## src/rtl/ps2_pkg.sv

```systemverilog
// rtl/ps2_pkg.sv - shared types and constants for the PS/2 LED command controller
package ps2_pkg;

    typedef enum logic [2:0] {
        IDLE,
        INHIBIT,
        RTS,
        SHIFT,
        ACK,
        WAIT_RSP,
        DONE,
        ERR
    } ps2_ctrl_state_t;

    localparam logic [7:0] PS2_CMD_SET_LED = 8'hED;
    localparam logic [7:0] PS2_RSP_ACK     = 8'hFA;
    localparam logic [7:0] PS2_RSP_RESEND  = 8'hFE;
    localparam int         PS2_RETRY_MAX   = 2;

    // Host-to-device frame after the start bit: {stop, odd parity, data[7:0]}
    function automatic logic [9:0] ps2_frame(input logic [7:0] data);
        return {1'b1, ~^data, data};
    endfunction

endpackage

```

## src/rtl/ps2_led_cmd_ctrl_if.sv

```systemverilog
// rtl/ps2_led_cmd_ctrl_if.sv - host, receiver and pin signals of the LED command controller
interface ps2_led_cmd_ctrl_if;
    logic [2:0] iLED;
    logic       iLEDUpd;
    logic [7:0] iRxByte;
    logic       iRxVld;
    logic       PS2_CLK_IN;
    logic       PS2_DATA_IN;
    logic       oPS2ClkLow;
    logic       oPS2DataLow;
    logic       oBusy;
    logic       oDone;
    logic       oErr;
    logic [2:0] oLEDCur;

    modport master (
        output iLED, iLEDUpd, iRxByte, iRxVld, PS2_CLK_IN, PS2_DATA_IN,
        input  oPS2ClkLow, oPS2DataLow, oBusy, oDone, oErr, oLEDCur
    );

    modport slave (
        input  iLED, iLEDUpd, iRxByte, iRxVld, PS2_CLK_IN, PS2_DATA_IN,
        output oPS2ClkLow, oPS2DataLow, oBusy, oDone, oErr, oLEDCur
    );
endinterface

```

## src/rtl/ps2_line_sync.sv

```systemverilog
// rtl/ps2_line_sync.sv - 2-flop synchronizer with falling-edge strobe for one PS/2 line
module ps2_line_sync (
    input  logic CLK,
    input  logic reset,
    input  logic line,
    output logic level,
    output logic fall
);
    // sr[0], sr[1] synchronize; sr[2] holds the previous synchronized level
    logic [2:0] sr;

    always_ff @(posedge CLK) begin
        if (!reset) begin
            sr <= 3'b111;
        end else begin
            sr <= {sr[1:0], line};
        end
    end

    assign level = sr[1];
    assign fall  = sr[2] & ~sr[1];
endmodule

```

## src/rtl/ps2_led_cmd_ctrl.sv

```systemverilog
// rtl/ps2_led_cmd_ctrl.sv - sends Set-LED (0xED + LED byte) to a PS/2 keyboard; PS2_RESEND_EN enables per-byte retries
module ps2_led_cmd_ctrl
    import ps2_pkg::*;
#(
    parameter int INHIBIT_CYC = 5000,
    parameter int TIMEOUT_CYC = 1000000
) (
    input logic               CLK,
    input logic               reset,
    ps2_led_cmd_ctrl_if.slave bus
);
    localparam logic [31:0] INH_LAST = 32'(INHIBIT_CYC - 1);
    localparam logic [31:0] INH_PRE  = 32'(INHIBIT_CYC - 2);
    localparam logic [31:0] TO_LAST  = 32'(TIMEOUT_CYC - 1);
    localparam logic        DATA_LOW_AT_ENTRY = (INHIBIT_CYC <= 1);

    ps2_ctrl_state_t state;
    logic [31:0]     cnt;
    logic [3:0]      bit_n;
    logic [2:0]      led_q, pend_led, led_cur;
    logic            pend, byte_sel, busy, done, err, clk_low, data_low;
    logic            clk_lvl, clk_fall, data_lvl, data_fall;
    logic            fail, can_retry, rx_ack;
    logic [9:0]      cur_frame;
    logic            unused_lines;

    ps2_line_sync u_clk_sync (
        .CLK   (CLK),
        .reset (reset),
        .line  (bus.PS2_CLK_IN),
        .level (clk_lvl),
        .fall  (clk_fall)
    );

    ps2_line_sync u_data_sync (
        .CLK   (CLK),
        .reset (reset),
        .line  (bus.PS2_DATA_IN),
        .level (data_lvl),
        .fall  (data_fall)
    );

    assign unused_lines = clk_lvl ^ data_fall;
    assign cur_frame    = ps2_frame(byte_sel ? {5'b0, led_q} : PS2_CMD_SET_LED);
    assign rx_ack       = bus.iRxVld && (bus.iRxByte == PS2_RSP_ACK);

    always_comb begin
        fail = 1'b0;
        if (state inside {RTS, SHIFT, ACK, WAIT_RSP} && cnt == TO_LAST)
            fail = 1'b1;
        if (state == ACK && clk_fall && data_lvl)
            fail = 1'b1;
        if (state == WAIT_RSP && bus.iRxVld && bus.iRxByte == PS2_RSP_RESEND)
            fail = 1'b1;
    end

`ifdef PS2_RESEND_EN
    logic [1:0] retry;

    // Retries are counted per byte: cleared when a byte is acknowledged or a sequence ends
    always_ff @(posedge CLK) begin
        if (!reset) begin
            retry <= 2'd0;
        end else if (fail && can_retry) begin
            retry <= retry + 2'd1;
        end else if (state inside {IDLE, DONE, ERR} || (state == WAIT_RSP && rx_ack)) begin
            retry <= 2'd0;
        end
    end

    assign can_retry = (retry < 2'(PS2_RETRY_MAX));
`else
    assign can_retry = 1'b0;
`endif

    always_ff @(posedge CLK) begin
        if (!reset) begin
            state    <= IDLE;
            cnt      <= '0;
            bit_n    <= '0;
            led_q    <= '0;
            pend_led <= '0;
            led_cur  <= '0;
            pend     <= 1'b0;
            byte_sel <= 1'b0;
            busy     <= 1'b0;
            done     <= 1'b0;
            err      <= 1'b0;
            clk_low  <= 1'b0;
            data_low <= 1'b0;
        end else begin
            done <= 1'b0;
            if (bus.iLEDUpd && busy) begin
                pend     <= 1'b1;
                pend_led <= bus.iLED;
            end
            if (fail) begin
                cnt      <= '0;
                clk_low  <= 1'b0;
                data_low <= 1'b0;
                if (can_retry) begin
                    state    <= INHIBIT;
                    clk_low  <= 1'b1;
                    data_low <= DATA_LOW_AT_ENTRY;
                end else begin
                    state <= ERR;
                    err   <= 1'b1;
                    busy  <= 1'b0;
                end
            end else begin
                case (state)
                    IDLE, ERR: begin
                        cnt <= '0;
                        if (bus.iLEDUpd) begin
                            led_q    <= bus.iLED;
                            err      <= 1'b0;
                            byte_sel <= 1'b0;
                            pend     <= 1'b0;
                            busy     <= 1'b1;
                            state    <= INHIBIT;
                            clk_low  <= 1'b1;
                            data_low <= DATA_LOW_AT_ENTRY;
                        end
                    end
                    INHIBIT: begin
                        if (cnt == INH_LAST) begin
                            state    <= RTS;
                            cnt      <= '0;
                            clk_low  <= 1'b0;
                            data_low <= 1'b1;
                        end else begin
                            cnt <= cnt + 32'd1;
                            if (cnt == INH_PRE)
                                data_low <= 1'b1;
                        end
                    end
                    RTS: begin
                        cnt <= cnt + 32'd1;
                        if (clk_fall) begin
                            state    <= SHIFT;
                            cnt      <= '0;
                            bit_n    <= 4'd0;
                            data_low <= ~cur_frame[0];
                        end
                    end
                    SHIFT: begin
                        cnt <= cnt + 32'd1;
                        if (clk_fall) begin
                            if (bit_n == 4'd9) begin
                                state <= ACK;
                                cnt   <= '0;
                            end else begin
                                bit_n    <= bit_n + 4'd1;
                                data_low <= ~cur_frame[bit_n + 4'd1];
                            end
                        end
                    end
                    ACK: begin
                        cnt <= cnt + 32'd1;
                        if (clk_fall) begin
                            state <= WAIT_RSP;
                            cnt   <= '0;
                        end
                    end
                    WAIT_RSP: begin
                        cnt <= cnt + 32'd1;
                        if (rx_ack) begin
                            cnt <= '0;
                            if (!byte_sel) begin
                                byte_sel <= 1'b1;
                                state    <= INHIBIT;
                                clk_low  <= 1'b1;
                                data_low <= DATA_LOW_AT_ENTRY;
                            end else begin
                                led_cur <= led_q;
                                state   <= DONE;
                                done    <= 1'b1;
                                busy    <= 1'b0;
                            end
                        end
                    end
                    DONE: begin
                        cnt <= '0;
                        // A request arriving in this very cycle is newer than any pending one
                        if (pend || bus.iLEDUpd) begin
                            led_q    <= bus.iLEDUpd ? bus.iLED : pend_led;
                            pend     <= 1'b0;
                            byte_sel <= 1'b0;
                            busy     <= 1'b1;
                            state    <= INHIBIT;
                            clk_low  <= 1'b1;
                            data_low <= DATA_LOW_AT_ENTRY;
                        end else begin
                            state <= IDLE;
                        end
                    end
                    default: begin
                        state    <= IDLE;
                        cnt      <= '0;
                        clk_low  <= 1'b0;
                        data_low <= 1'b0;
                    end
                endcase
            end
        end
    end

    assign bus.oPS2ClkLow  = clk_low;
    assign bus.oPS2DataLow = data_low;
    assign bus.oBusy       = busy;
    assign bus.oDone       = done;
    assign bus.oErr        = err;
    assign bus.oLEDCur     = led_cur;
endmodule

```

## src/flat_wrapper.sv

```systemverilog
// flat-port wrapper written by rule: the top's interface ports become plain ports
module ps2_led_cmd_ctrl_flat import ps2_pkg::*;
#(
    parameter int INHIBIT_CYC = 5000,
    parameter int TIMEOUT_CYC = 1000000
)
  (CLK, reset, bus_iLED, bus_iLEDUpd, bus_iRxByte, bus_iRxVld, bus_PS2_CLK_IN, bus_PS2_DATA_IN, bus_oPS2ClkLow, bus_oPS2DataLow, bus_oBusy, bus_oDone, bus_oErr, bus_oLEDCur);
  ps2_led_cmd_ctrl_if bus_i ();
  input logic CLK;
  input logic reset;
  input wire logic [$bits(bus_i.iLED)-1:0] bus_iLED;
  input wire logic [$bits(bus_i.iLEDUpd)-1:0] bus_iLEDUpd;
  input wire logic [$bits(bus_i.iRxByte)-1:0] bus_iRxByte;
  input wire logic [$bits(bus_i.iRxVld)-1:0] bus_iRxVld;
  input wire logic [$bits(bus_i.PS2_CLK_IN)-1:0] bus_PS2_CLK_IN;
  input wire logic [$bits(bus_i.PS2_DATA_IN)-1:0] bus_PS2_DATA_IN;
  output wire logic [$bits(bus_i.oPS2ClkLow)-1:0] bus_oPS2ClkLow;
  output wire logic [$bits(bus_i.oPS2DataLow)-1:0] bus_oPS2DataLow;
  output wire logic [$bits(bus_i.oBusy)-1:0] bus_oBusy;
  output wire logic [$bits(bus_i.oDone)-1:0] bus_oDone;
  output wire logic [$bits(bus_i.oErr)-1:0] bus_oErr;
  output wire logic [$bits(bus_i.oLEDCur)-1:0] bus_oLEDCur;
  assign bus_i.iLED = bus_iLED;
  assign bus_i.iLEDUpd = bus_iLEDUpd;
  assign bus_i.iRxByte = bus_iRxByte;
  assign bus_i.iRxVld = bus_iRxVld;
  assign bus_i.PS2_CLK_IN = bus_PS2_CLK_IN;
  assign bus_i.PS2_DATA_IN = bus_PS2_DATA_IN;
  assign bus_oPS2ClkLow = bus_i.oPS2ClkLow;
  assign bus_oPS2DataLow = bus_i.oPS2DataLow;
  assign bus_oBusy = bus_i.oBusy;
  assign bus_oDone = bus_i.oDone;
  assign bus_oErr = bus_i.oErr;
  assign bus_oLEDCur = bus_i.oLEDCur;
  ps2_led_cmd_ctrl #(.INHIBIT_CYC(INHIBIT_CYC), .TIMEOUT_CYC(TIMEOUT_CYC)) u_core (.CLK(CLK), .reset(reset), .bus(bus_i));
endmodule
```

## config.mk

```make
export PLATFORM = sky130hd
export DESIGN_NAME = ps2_led_cmd_ctrl_flat
export DESIGN_NICKNAME = d
export VERILOG_FILES = /design/src/rtl/ps2_pkg.sv /design/src/rtl/ps2_led_cmd_ctrl_if.sv /design/src/rtl/ps2_line_sync.sv /design/src/rtl/ps2_led_cmd_ctrl.sv /design/src/flat_wrapper.sv
export SDC_FILE = /design/constraint.sdc
export NUM_CORES = 1
export LEC_CHECK = 0
export BUFFER_PORTS_ARGS = -buffer_cell sky130_fd_sc_hd__buf_2
export CAP_MARGIN = 20
export CORE_UTILIZATION = 60
export DETAILED_ROUTE_END_ITERATION = 10
export GPL_TIMING_DRIVEN = 0
export HOLD_SLACK_MARGIN = 0.12
export PLACE_DENSITY = 0.87
export SYNTH_ARGS = -nofsm -noshare
export SYNTH_HDL_FRONTEND = slang
export SYNTH_SLANG_ARGS = --single-unit
```

## constraint.sdc

```tcl
create_clock -name CLK -period 2.9 [get_ports CLK]
set_clock_uncertainty 0.15 [all_clocks]
set_input_delay 0.145 -clock CLK [delete_from_list [all_inputs] [get_ports CLK]]
set_output_delay 0.145 -clock CLK [all_outputs]
set_load 0.1 [all_outputs]
```

* Word level (Yosys, flattened, before mapping)
Cells that the tools add are included.
** Word-level totals
- Register bits after elaboration :: 60
- Latch bits :: 0
- RAM bits :: 0
- Memory bits (read-only) :: 0
- Bits of input ports :: 17
- Output and inout port bits :: 8
- Memories kept :: 0
** Operators by class
- $add $sub $neg :: 2
- $mul :: 0
- Divide/modulo/power cells :: 0
- $lt $le $gt $ge :: 1
- Eq/ne operators :: 30
- Shift-type cells :: 0
- Muxes and demuxes :: 60
- Bitwise gates (word level) :: 8
- Reduce and logical (&&, ||, !) cells :: 32
** Operators by type and width (number)
- $mux 32 :: 5
- $pmux 32 s5 :: 1
- $eq 32x13->1 const B :: 2
- $mux 3 :: 12
- $add 32x1->32 const B :: 1
- $eq 32x20->1 const B :: 1
- $mux 1 :: 29
- $pmux 3 s7 :: 1
- $ne 3x1->1 const B :: 6
- $eq 8x8->1 const B :: 2
- $reduce_and 5->1 :: 3
- $eq 3x3->1 const B :: 4
- $mux 4 :: 3
- $ne 2x1->1 const B :: 6
- $reduce_and 9->1 :: 1
- $mux 8 :: 1
- $pmux 4 s2 :: 1
- $reduce_and 4->1 :: 2
- $reduce_bool 2->1 :: 4
- $reduce_bool 4->1 :: 2
- $reduce_xnor 8->1 :: 1
- $logic_and 1x1->1 :: 7
- $not 1->1 :: 7
- $reduce_and 7->1 :: 1
- 23 further kinds :: 30

* Logic depth before layout (Yosys ltp)
- Depth in word-level cells :: 8
- Depth in mapped cells :: 8

* Modules after synthesis
A second synthesis with hierarchy kept.
** Unflattened totals
- Cell total of the unflattened synthesis :: 372
- Area total of the unflattened synthesis :: 3091.7 µm²
** Modules (own cells, without submodules)
- ps2_led_cmd_ctrl :: instances 1, cells an instance 358, area an instance 2921.6 µm², sequential area each 1101.1 µm²
- ps2_line_sync :: instances 2, cells an instance 7, area an instance 85.1 µm², sequential area each 60.1 µm²

* Worst setup path after synthesis
Ideal clock, no wire load.
- Path type :: reg2reg
- From :: reg u_core.cnt[0]
- To :: reg u_core.cnt[28]
- Library setup time :: 0.087 ns
- Data arrival time :: 2.091 ns
- Data required time :: 2.663 ns
- Path slack :: 0.573 ns
- Cell stages (with the launch flop) :: 7
- Buffers on the path :: 0
- Clock period less this slack :: 2.327 ns
- Path through :: dfxtp_1 ha_1 and4_1 nand3_2 or4_4 or3_1 a211oi_1
** On the way
- Cells in the longest elaborated chain, start to end :: 6
- Elaborated cells on any way between the ends :: 14
- Classes of those cells :: add/sub (1); eq/ne (2); mux (9); reduce/logical (2)
** RTL lines
- start: declaration :: RTL line ps2_led_cmd_ctrl.sv:18 : logic [31:0] cnt;
- start signal: assignment :: RTL line ps2_led_cmd_ctrl.sv:132 : cnt <= cnt + 32'd1;
- start signal: assignment :: RTL line ps2_led_cmd_ctrl.sv:138 : cnt <= cnt + 32'd1;
- start signal: assignment :: RTL line ps2_led_cmd_ctrl.sv:147 : cnt <= cnt + 32'd1;
- branches (longest 6 deep; another with $add 32x1->32)
Parallel ways; which one is timed is not known.
A chain may end at the register's enable or synchronous reset.

* Worst setup path after layout
- From :: reg u_core.cnt[0]
- To :: reg u_core.cnt[8]
Same word-level chain as after synthesis.

==> summary.md <==
| Metric | Value |
|---|---|
| Fin Hold WS | `0.148 ns` |
| Fin. max-slew vios | `0` |
| Layout fillers | `395` |
| Die area | `0.00588 mm²` |
| First-pass DRT Iterations | `6` |
| Predominant post-synthesis flop cell | `dfxtp_1` |
| # diodes | `0` |
| Die H | `76.7 µm` |
| Flop pwr share | `36.0%` |
| GRT Overall Usage | `31.2%` |
| Area of the multi-input gates | `0.00200 mm²` |
| Total wire length | `8710 µm` |
| FF+latch count, synth | `60` |
| Post-Syn Area per Cell | `8.20 µm²` |
| Worst Path Max Fanout | `10` |
| Final Hold Fails | `0` |
| Clock sink count | `60` |
| Final period utilization | `94.2%` |
| Vias in the first global route | `3,058` |
| Avg WL per Cell | `16.6 µm` |
| CTS buffer count | `9` |
| Critical path required time | `2.97 ns` |
| P_leak | `1.31 nW` |
| H-tree depth | `3` |
| DR vias | `3,329` |
| DR iter-0 viols | `432` |
| NumNets Final | `471` |
| Outcome | `finished, final reports clean` |
| R2R setup slack | `0.17 ns` |
| Worst-case clock buffer depth | `2` |
| CP Launch Type | `flip-flop` |
| Sequential area share after synthesis | `35.9%` |
| Max VDD drop | `672 µV` |
| Net Switching | `0.00101 W` |
| Syn_nets | `429` |
| Core Rows | `26` |
| CP Cell Sequence | `ha_1 -> and4_1 -> nand2_1 -> or4_1 -> nand3_1 -> buf_2 -> nor3_1` |
| F_max | `366 MHz` |
| Syn-to-layout area delta | `14.8%` |
| Initial antenna violation count | `0` |
| Share of layout cells above drive strength 1 | `13.6%` |
| Final setup viols | `0` |
| Slowest CP cell | `or4_1` |
| Placed Instances | `502` |
| EDFF count, synth | `0` |
| TNS Setup | `0 ns` |
| Clock transition at path regs | `0.07 ns` |
| Hold path startpoint | `bus_iRxByte[5]` |
| CP endpoint kind | `flip-flop` |
| Ys async rst share | `0%` |
| Worst min path class | `primary input to flip-flop` |
| Max-slew headroom | `57.6%` |
| Routability cong. | `0.915` |
| Vias per cell | `6.34` |
| First-pass GRT wire length | `14,600 µm` |
| Initial Utilization | `63.9%` |
| Synthesized cell area | `0.00335 mm²` |
| FF/Latch Area | `0.00120 mm²` |
| Gate Count Post-Synth | `408` |
| Top delay family on crit path | `simple AND/OR/NAND/NOR gates` |
| Combinational share of power | `32.7%` |
| Core box area | `0.00524 mm²` |
| Reg2Reg Launch Point | `u_core.cnt[0]` |
| Root buffer cell | `clkbuf_8` |
| Final ANT Viol Nets | `0` |
| Gr ovfl total | `0` |
| Final Non-Filler Cells | `525` |
| Largest stage delay, worst path | `0.57 ns` |
| Residual DRC | `0` |
| Syn. warnings | `0` |
| Setup CP Type | `flip-flop to flip-flop` |
| Clock latency on the worst-skew pair | `0.34 ns` |
| Sw Ratio | `37.6%` |
| Critical path startpoint | `u_core.cnt[0]` |
| Ports | `25` |
| Buffers on Ports | `24` |
| Final min period | `2.73 ns` |
| DP HPWL | `6040 µm` |
| Worst Path Buf+Inv | `1` |
| Unique masters post-synth | `59` |
| Post-CTS setup buffers | `0` |
| Critical Path AT | `2.80 ns` |
| P_int | `0.00168 W` |
| CTS tree | `built` |
| Die Width | `76.7 µm` |
| Least-Margin Pin Slew | `0.630 ns` |
| RSZ-0062 raised after global routing | `no` |
| Clock power share | `31.3%` |
| Largest net degree at the start of global routing | `11` |
| Max_cap viols | `0` |
| Power Dens Cells | `700 mW/mm²` |
[Yosys cell counts (all sizes together) (8+ instances only)]
| master | count | share of area [%] |
|---|---|---|
| dfxtp | 60 | 36 |
| nand2 | 39 | 4.4 |
| nor3 | 38 | 5.7 |
| nand3 | 22 | 3.4 |
| xnor2 | 21 | 5.5 |
| nor2 | 19 | 2.1 |
| nor4 | 17 | 3.2 |
| clkbuf | 14 | 1.6 |
| inv | 13 | 1.5 |
| o21ai | 13 | 1.9 |
| a21oi | 12 | 1.8 |
| nand2b | 10 | 1.9 |
| xor2 | 10 | 2.6 |
| buf | 9 | 1.3 |
| a211oi | 8 | 1.9 |
[sequential cells by signal (all words and copies together) (netlist names), 2 cells and up]
name	flops
u_core.bit_n	4
u_core.bus.oLEDCur	3
u_core.cnt	32
u_core.led_q	3
u_core.pend_led	3
u_core.state	3
u_core.u_clk_sync.sr	3
u_core.u_data_sync.sr	2
[layer usage]
layer / wire (µm) / global-route usage (%) / up-vias / part of all wire [%]
li1: - / - / 1585 / -
met1: 3820 / 42.1 / 1532 / 44
met2: 3960 / 48.7 / 186 / 45
met3: 755 / 6.43 / 26 / 8.7
met4: 184 / 12.5 / 0 / 2.1
met5: 0 / 0 / - / 0
[power by group through the flow]
stage / registers, W / logic (W) / clock network, W
2_1_floorplan: 0.00110 / 0.000541 / 0
3_3_place_gp: 0.000979 / 0.000839 / 0
3_5_place_dp: 0.000983 / 0.000856 / 0
4_1_cts: 0.000965 / 0.000868 / 0.000839
5_1_grt: 0.000977 / 0.000954 / 0.000885
6_report: 0.000968 / 0.000880 / 0.000841
[cells in the final DEF (no fill, tap or decap), types with 4 or more instances in the layout]
cell / n
clkbuf_8: 10
inv_1: 13
dlygate4sd3_1: 7
or3_1: 5
ha_1: 4
xor2_1: 10
o22ai_1: 4
nor2_1: 19
clkbuf_1: 15
nor4b_1: 4
o21ai_0: 12
nor3_1: 38
nand2_1: 38
mux2i_1: 7
and3_1: 7
nand3_1: 21
nor2b_1: 4
nor4_1: 17
a21oi_1: 12
and2_1: 5
a211oi_1: 7
nand3b_1: 5
buf_2: 31
o31ai_1: 4
nand4_1: 6
nand2b_1: 10
dfxtp_1: 60
xnor2_1: 21
[worst paths after layout]
path	end	depth (start not counted)
max	u_core.cnt[8]	7
min	u_core.bus.oDone	5
max reg2reg	u_core.cnt[8]	7
min reg2reg	u_core.u_clk_sync.sr[1]	1
[worst register-to-register path, stage by stage (launching register included)]
cell     delay [ns]
dfxtp_1        0.39
ha_1           0.32
and4_1         0.29
nand2_1        0.13
or4_1          0.57
nand3_1        0.34
buf_2          0.32
nor3_1         0.10
[per-stage QoR]
step / area, µm² / util (%) / total power, W / setup slack, ns
detailed placement: 3550 / 67.9 / 0.00184 / 0.192
global placement: 3550 / 67.9 / 0.00182 / 0.283
global route: 3840 / 73.3 / 0.00282 / 0.0497
finish: 3840 / 73.3 / 0.00269 / 0.168
CTS: 3840 / 73.3 / 0.00267 / 0.170
floorplan: 3350 / - / 0.00164 / 0.573
[cell families after synthesis]
logic type	Yosys count	share of synthesized area, %
AND/OR/NAND/NOR	203	34.0
AO/OA/AOI/OAI	64	13.1
flip-flops	60	35.9
buffers and inverters	36	4.30
XOR/XNOR	31	8.11
multiplexers	10	3.10
adder cells (fa/ha/maj)	4	1.50
[timing repair]
action	CTS	global route
endpoints found under the setup margin	0	0
resized for setup	0	0
endpoints found under the hold margin	12	0
hold buffers	7	0
[layout make-up]
type                            instances  share of cell area [%]
Buffer                                 23                    2.48
Clock buffer                           11                    3.68
Clock inverter                          5                    1.95
Inverter                               13                    1.27
Multi-Input combinational cell        312                    52.1
Sequential cell                        60                    31.3
Tap cell                               70                    2.28
Timing Repair Buffer                   31                    4.95
No activity file was read; power rests on OpenSTA's default activity.
